### src/rtl/rd_scoreboard_pkg.sv
// Shared sizing and types for the destination-register scoreboard.
// One in-flight write counter per architectural register; register 0 is untracked.
package rd_scoreboard_pkg;

    localparam int AW    = 5;
    localparam int NREGS = 2 ** AW;
    localparam int CW    = 2;

    typedef logic [AW-1:0] reg_addr_t;
    typedef logic [CW-1:0] cnt_t;

    localparam reg_addr_t REG_ZERO = '0;
    localparam cnt_t      CNT_MAX  = '1;

endpackage

### src/rtl/rd_scoreboard_sb_counter.sv
// Saturating up/down counter tracking the in-flight writes of one register.
// clr beats inc/dec; a simultaneous inc and dec leaves the count unchanged.
module sb_counter
    import rd_scoreboard_pkg::*;
(
    input  logic clk,
    input  logic rst_n,
    input  logic inc_i,
    input  logic dec_i,
    input  logic clr_i,
    output logic nz_o,
    output logic at_max_o
);

    cnt_t cnt_q;
    cnt_t cnt_d;

    always_comb begin
        cnt_d = cnt_q;
        if (clr_i) begin
            cnt_d = '0;
        end else if (inc_i && !dec_i && (cnt_q != CNT_MAX)) begin
            cnt_d = cnt_q + 1'b1;
        end else if (dec_i && !inc_i && (cnt_q != '0)) begin
            cnt_d = cnt_q - 1'b1;
        end
    end

    always_ff @(posedge clk or negedge rst_n) begin
        if (!rst_n) begin
            cnt_q <= '0;
        end else begin
            cnt_q <= cnt_d;
        end
    end

    assign nz_o     = (cnt_q != '0);
    assign at_max_o = (cnt_q == CNT_MAX);

endmodule

### src/rtl/rd_scoreboard.sv
// Decode-side scoreboard: marks destination registers at issue, retires them at
// writeback, and stalls decode while a source operand still has a pending write.
module rd_scoreboard
    import rd_scoreboard_pkg::*;
(
    input  logic             clk,
    input  logic             reset,
    input  logic             issue_valid,
    input  logic             issue_we,
    input  logic [AW-1:0]    issue_rd,
    input  logic [AW-1:0]    rs1,
    input  logic             rs1_used,
    input  logic [AW-1:0]    rs2,
    input  logic             rs2_used,
    input  logic             wb_valid,
    input  logic [AW-1:0]    wb_rd,
    input  logic             flush,
    output logic             stall,
    output logic             issue_fire,
    output logic [NREGS-1:0] busy_mask,
    output logic             err_underflow
);

    logic [NREGS-1:0] nz;
    logic [NREGS-1:0] at_max;
    logic [NREGS-1:0] inc_vec;
    logic [NREGS-1:0] dec_vec;
    logic             hazard1;
    logic             hazard2;
    logic             full;
    logic             inc;
    logic             dec;
    logic             underflow;
    logic             err_q;
    logic             err_d;

    // Handshake: an instruction is taken when issue_valid is high and stall is low,
    // unless flush is high. stall only looks at registered counts, so a writeback
    // releases the dependent instruction one cycle later.
    assign hazard1    = rs1_used && (rs1 != REG_ZERO) && nz[rs1];
    assign hazard2    = rs2_used && (rs2 != REG_ZERO) && nz[rs2];
    assign full       = issue_we && (issue_rd != REG_ZERO) && at_max[issue_rd];
    assign stall      = issue_valid && (hazard1 || hazard2 || full);
    assign issue_fire = issue_valid && !stall && !flush;

    assign inc       = issue_fire && issue_we && (issue_rd != REG_ZERO);
    assign dec       = wb_valid && (wb_rd != REG_ZERO) && nz[wb_rd];
    assign underflow = wb_valid && (wb_rd != REG_ZERO) && !nz[wb_rd];

    always_comb begin
        inc_vec = '0;
        dec_vec = '0;
        if (inc) inc_vec[issue_rd] = 1'b1;
        if (dec) dec_vec[wb_rd]    = 1'b1;
    end

    assign nz[REG_ZERO]     = 1'b0;
    assign at_max[REG_ZERO] = 1'b0;

    for (genvar i = 1; i < NREGS; i++) begin : g_cnt
        sb_counter u_cnt (
            .clk      (clk),
            .rst_n    (reset),
            .inc_i    (inc_vec[i]),
            .dec_i    (dec_vec[i]),
            .clr_i    (flush),
            .nz_o     (nz[i]),
            .at_max_o (at_max[i])
        );
    end

    assign err_d = err_q || underflow;

    always_ff @(posedge clk or negedge reset) begin
        if (!reset) begin
            err_q <= 1'b0;
        end else begin
            err_q <= err_d;
        end
    end

    assign busy_mask     = nz;
    assign err_underflow = err_q;

endmodule

### config.mk
export PLATFORM = sky130hd
export DESIGN_NAME = rd_scoreboard
export DESIGN_NICKNAME = d
export VERILOG_FILES = /design/src/rtl/rd_scoreboard_pkg.sv /design/src/rtl/rd_scoreboard_sb_counter.sv /design/src/rtl/rd_scoreboard.sv
export SDC_FILE = /design/constraint.sdc
export NUM_CORES = 1
export LEC_CHECK = 0
export ABC_CLOCK_PERIOD_IN_PS = 5300
export CORE_ASPECT_RATIO = 0.6
export CORE_UTILIZATION = 61
export CTS_CLUSTER_DIAMETER = 120
export DETAILED_ROUTE_END_ITERATION = 10
export PLACE_DENSITY = 0.9
export SLEW_MARGIN = 40
export SYNTH_ARGS = -nofsm -noshare
export SYNTH_HDL_FRONTEND = slang
export SYNTH_SLANG_ARGS = --single-unit
### constraint.sdc
create_clock -name clk -period 5.3 [get_ports clk]
set_input_delay 0.53 -clock clk [delete_from_list [all_inputs] [get_ports clk]]
set_output_delay 0.53 -clock clk [all_outputs]
set_load 0.05 [all_outputs]
# Word level (Yosys, flattened, before mapping)
# Cells that the tools add are included.
[word_totals]
in_bits = 28
regBits = 63
out_inout_bits = 35
wordCells = 543
[op_classes]
muxes = 107
magnitude_cmp = 6
add_sub_neg = 62
n_reduce_logical = 274
eq_ne = 62
[op_table]
columns = ["cell", "n"]
rows = [
  ["2-to-1 mux 2 bit", 93],
  ["logical AND 1 bit", 140],
  ["nonzero test 3 bit", 31],
  ["zero test 1 bit", 65],
  ["2-to-1 mux 32 bit", 2],
  ["adder 2 x 1 -> 2 bit, second input constant", 31],
  ["== test 2 bit, second input constant", 31],
  ["!= test 2 bit, second input constant", 31],
  ["nonzero test 2 bit", 31],
  ["subtractor 2 x 1 -> 2 bit, second input constant", 31],
  ["< comparator 5 x 6 -> 1 bit, second input constant", 4],
  ["binary-select mux 1 bit (select 5 bit)", 4],
  ["nonzero test 5 bit", 4],
  ["demux 1 bit (select 5 bit)", 2],
  [">= comparator 5 x 1 -> 1 bit, second input constant", 2],
  ["2-to-1 mux 1 bit", 6],
  ["logical OR 1 bit", 3],
]

# Longest topological paths before layout
[logic_depth]
depth_word = 19
depth_mapped = 12
depth_no_buf = 9

# Hierarchy
# Synthesis repeated with hierarchy kept, for this count alone.
[unflattened]
cells_unflattened = 675
hier_area_um2 = 6063.3
[modules_own_cells]
columns = ["module", "cells_each", "instances", "area_per_inst_um2", "seq_area_each_um2"]
rows = [
  ["sb_counter", 14, 31, 133.9, 50.0],
  ["rd_scoreboard", 241, 1, 1913.1, 25.0],
]

# Worst setup path before layout
# No wires, ideal clock.
[synth_path]
path_type = "input-to-output"
from = "input rs1[3]"
to = "output issue_fire"
path_stages = 9
t_required_ns = 4.770
path_buffers = 2
setup_slack_ns = 1.489
t_arrival_ns = 3.281
cell_sequence = "buf_2 -> nor3_1 -> a211oi_1 -> a211o_1 -> and3_1 -> o32ai_4 -> nand3_2 -> buf_2 -> nor3b_1"
[synth_between]
elab_chain_len = 9
word_cells_on_any_way = 11
cone_classes = "mux (2); reduce/logical (9)"
[synth_rtl]
columns = ["item", "line", "rtl"]
rows = [
  ["from (decl)", "rd_scoreboard.sv:11", "input logic [AW-1:0] rs1,"],
  ["binary-select mux 1 bit (select 5 bit) / nonzero test 5 bit (equally long branches)", "rd_scoreboard.sv:40", "assign hazard1 = rs1_used && (rs1 != REG_ZERO) && nz[rs1];"],
  ["2-to-1 mux 1 bit (implied by the code) / logical AND 1 bit (equally long branches)", "rd_scoreboard.sv:40", ""],
  ["logical AND 1 bit *", "rd_scoreboard.sv:40", ""],
  ["logical OR 1 bit * (2 in a row)", "rd_scoreboard.sv:43", "assign stall = issue_valid && (hazard1 || hazard2 || full);"],
  ["logical AND 1 bit *", "rd_scoreboard.sv:43", ""],
  ["zero test 1 bit *", "rd_scoreboard.sv:44", "assign issue_fire = issue_valid && !stall && !flush;"],
  ["logical AND 1 bit * (2 in a row)", "rd_scoreboard.sv:44", ""],
  ["to (decl)", "rd_scoreboard.sv:19", "output logic issue_fire,"],
]
# Every way passes the cells marked *; elsewhere a longest branch is shown, timed or not. The select of a mux whose other input is x is not followed.

# Worst setup path in the final report
[layout_path]
from = "input issue_rd[1]"
to = "output issue_fire"
[layout_between]
elab_chain_len = 8
word_cells_on_any_way = 10
cone_classes = "mux (2); reduce/logical (8)"
[layout_rtl]
columns = ["item", "line", "rtl"]
rows = [
  ["from (decl)", "rd_scoreboard.sv:10", "input logic [AW-1:0] issue_rd,"],
  ["binary-select mux 1 bit (select 5 bit) / nonzero test 5 bit (equally long branches)", "rd_scoreboard.sv:42", "assign full = issue_we && (issue_rd != REG_ZERO) && at_max[issue_rd];"],
  ["2-to-1 mux 1 bit (implied by the code) / logical AND 1 bit (equally long branches)", "rd_scoreboard.sv:42", ""],
  ["logical AND 1 bit *", "rd_scoreboard.sv:42", ""],
  ["logical OR 1 bit *", "rd_scoreboard.sv:43", ""],
  ["logical AND 1 bit *", "rd_scoreboard.sv:43", ""],
  ["zero test 1 bit *", "rd_scoreboard.sv:44", ""],
  ["logical AND 1 bit * (2 in a row)", "rd_scoreboard.sv:44", ""],
]
# Marks and branches as above.

==> impl_results.rst <==
.. list-table::
   :header-rows: 1

   * - Metric
     - Value
   * - Result of the run
     - finished clean
   * - Clock latency on the worst-skew pair
     - approximately 0.33 ns
   * - FF-to-FF End
     - g_cnt[22].u_cnt.cnt_q[0]
   * - Number of buffers on the longest clock path
     - 2
   * - Slew of the pin with the lowest slew margin
     - 0.7957 ns
   * - Starting utilization of the core area
     - between 60% and 70%
   * - Layout area overhead
     - 11.75%
   * - Final worst path period need
     - 4.726 ns
   * - Vias in the first global route
     - 5,604
   * - Number of standard cells after synthesis
     - 732
   * - Post-Syn Nets
     - 760
   * - Library cell appearing most often on the critical path
     - sky130_fd_sc_hd__clkdlybuf4s50_1
   * - Floorplan die width
     - between 100 and 150 microns
   * - Post-DP Area
     - 6197 sq um
   * - Clock tree from TritonCTS
     - built
   * - Remaining routing DRC violations
     - 0
   * - Launching element type of the critical path
     - input port
   * - Leakage power of the design
     - ~0.0027 uW
   * - Portion of synthesized cell area occupied by the leading cell type
     - 27.16%
   * - Reg2reg path depth
     - 9
   * - Async SR Flop Fraction
     - 100.0%
   * - First drt pass iteration count
     - 6
   * - CTS resizes
     - 0
   * - Max Fanout on Critical Path
     - 19
   * - Final count of negative-setup-slack endpoints
     - 0
   * - IO Port Bufs
     - 61
   * - Longest individual stage delay on the worst path
     - around 0.83 ns
   * - Ys flop type
     - sky130_fd_sc_hd__dfrtp_1
   * - Post-DR vias/cell
     - around 7.0
   * - Hold violation count in the final report
     - 0
   * - Post-detailed-route wirelength per cell
     - 23.49 microns
   * - Yosys Warn Count
     - 0
   * - Max Transition Viols Final
     - 0
   * - Global routing usage summed across all routing layers
     - 42.94%
   * - Post-route clock period utilization
     - 89.16%
   * - Avg Inst Size Synth
     - about 8 sq um
   * - Count of vias placed by the detailed router
     - 6,071
   * - Post-CTS clock slew at the launch and capture registers of the worst setup and hold paths
     - 0.06 ns
   * - Critical-path top delay cell
     - sky130_fd_sc_hd__clkdlybuf4s50_1
   * - Kind of end point of the critical path
     - output pin
   * - Part of the Yosys area used for sequential elements
     - 27.16%
   * - Ratio of cells with drive above 1 in the final layout
     - 7.962%
   * - Global-route wire length before repair
     - 31,840 microns
   * - Largest net degree at the start of global routing
     - 64
   * - Setup repair after global routing missed its margin
     - no
   * - Number of synthesized flops with an enable pin
     - 0
   * - Number of placement rows
     - 27
   * - Synthesis-stage register bit count
     - 63
   * - Core footprint
     - 9189 sq um
   * - Synth Cell Area
     - 5806 sq um
   * - MaxCap Viol Count
     - 0
   * - Final sum of negative setup slack
     - 0 ns
   * - Area of the die
     - between 9000 and 10,000 sq um
   * - CP cell instances
     - clkdlybuf4s50_1, nand2b_1, a21oi_1, o31a_1, nor4b_1, nand4_2, nand3_2, nor3b_1, clkdlybuf4s50_1
   * - Headroom to the max-slew limit
     - 46.79%
   * - Path class of the lowest-slack min-delay path
     - input port to asynchronous set/reset pin
   * - Category of the most critical setup path
     - input port to output pin
   * - Final weighted congestion in routability-driven placement
     - 1.000
   * - Nets@finish
     - 764
   * - Total number of clock tree sinks
     - 63
   * - Number of antenna violations at the first check in global routing
     - 1
   * - Root buf cell
     - sky130_fd_sc_hd__clkbuf_16
   * - Power density over cell area
     - 200.7 nW/um^2
   * - Post-CTS Repair Setup Buffers
     - 0
   * - Most common library cell in the layout ignoring fill and taps
     - sky130_fd_sc_hd__nor2_1
   * - IO Count
     - 63
   * - CTS Buf Count
     - 9
   * - Skew final
     - roughly 0.0083 ns
   * - Reg-to-reg slack, setup
     - between 2 and 2.5 ns
   * - Beginning of the worst register-to-register path
     - g_cnt[10].u_cnt.cnt_q[0]
   * - Estimated wirelength of the detail-placed design
     - 15,050 microns
   * - Maximum clock frequency
     - 211.6 MHz
   * - Gr ovfl total
     - 0
   * - Antenna Violating Nets Remaining
     - 0
   * - Quantity of hold-fixing buffers added after cts
     - 0
   * - Data arrival time of the critical path
     - 4.20 ns
   * - Dominant cells by area after synthesis
     - sky130_fd_sc_hd__dfrtp_1 27%, sky130_fd_sc_hd__nor2_1 6.3%, sky130_fd_sc_hd__xnor2_1 5.6%
   * - Die height
     - 77.57 microns
   * - DRT Wirelength
     - 20,480 microns
   * - Post-synth cell types
     - 75
   * - Final Cell Area
     - 6487 sq um
   * - Peak supply drop
     - 0.0001747 V
   * - Required @ worst endpoint
     - 4.77 ns
   * - Commonest non-fill, non-tap cells in the layout
     - 97 x sky130_fd_sc_hd__nor2_1, 63 x sky130_fd_sc_hd__dfrtp_1, 58 x sky130_fd_sc_hd__clkdlybuf4s50_1
   * - Cell taking the most area after synthesis
     - sky130_fd_sc_hd__dfrtp_1
   * - Post-layout util
     - 70.60%
   * - DRT iter0 DRCs
     - 920
   * - Number of levels the H-tree was split into
     - 3
## final cells by class
type / count / area [sq um]
sequential: 63 / 1577
antenna: 1 / 2.502
clock buffer: 10 / 239.0
timing repair buffer: 71 / 686.9
fill: 755 / 2701
tap: 130 / 162.7
multi-input combinational: 551 / 3625
inverter: 40 / 150.1
clock inverter: 6 / 45.04
## per-layer routing
layer	vias to the layer above	global-route usage (%)	part of all wire, %
met5	-	0	0
met4	0	13.76	2.7
met3	59	15.86	15
met2	472	60.60	42
met1	2917	60.43	40
li1	2623	-	-
## cells in the mapped netlist, drive strengths merged, types with 4 or more instances
library cell,count
o21bai,17
o211ai,7
or4,7
dfrtp,63
xnor2,37
clkbuf,24
nand2,42
a211oi,11
nand4,27
nor2b,27
or3,5
xor2,6
o21ai,18
nand3,25
o41ai,5
nor4,12
nor3,40
a21oi,38
and2,4
and3,6
nor2,98
a211o,7
a21boi,5
nand2b,11
mux2i,4
buf,54
mux4,15
or2,7
inv,39
o31a,10
o31ai,16
## per-stage QoR
step	setup WS, ns	total power, uW	cells	hold slack [ns]
global route	0.4929	1335	871	0.3317
finish	0.5743	1302	872	0.2831
detailed placement	0.7410	733.6	855	0.4806
CTS	0.7039	1292	871	0.4136
floorplan	1.489	647.8	732	0.2344
global placement	0.7675	727.6	854	0.4810
## worst max-delay path by stage
| stage | from | end | slack [ns] |
|---|---|---|---|
| 3_5_place_dp | issue_rd[1] | issue_fire | 0.74 |
| 5_1_grt | issue_rd[1] | issue_fire | 0.49 |
| 3_3_place_gp | issue_rd[1] | issue_fire | 0.77 |
| 6_report | issue_rd[1] | issue_fire | 0.57 |
| 2_1_floorplan | rs1[3] | issue_fire | 1.49 |
| 4_1_cts | issue_rd[1] | issue_fire | 0.70 |
## power breakdown
| group | switching (uW) | internal (uW) |
|---|---|---|
| Clock | 236 | 331 |
| Combinational | 172 | 75.3 |
| Sequential | 4.35 | 484 |
## state kept, by name, indices dropped and copies added, names as in the netlist
name               flops
err_underflow          1
g_cnt.u_cnt.cnt_q     62
## worst max-delay path: cells and delay by family
| kind | cells | cell delay, ns |
|---|---|---|
| AO/OA/AOI/OAI | 2 | 0.51 |
| AND/OR/NAND/NOR | 5 | 1.59 |
| buffers and inverters | 2 | 1.55 |
## kinds of logic after synthesis
logic type / Yosys count / share of synthesized area, %
AO/OA/AOI/OAI: 166 / 20.41
XOR/XNOR: 45 / 7.306
buffers and inverters: 118 / 10.43
flip-flops: 63 / 27.16
multiplexers: 19 / 6.703
other: 1 / 0.06459
AND/OR/NAND/NOR: 320 / 27.93
Note: power is estimated with default switching activity, not from simulation.
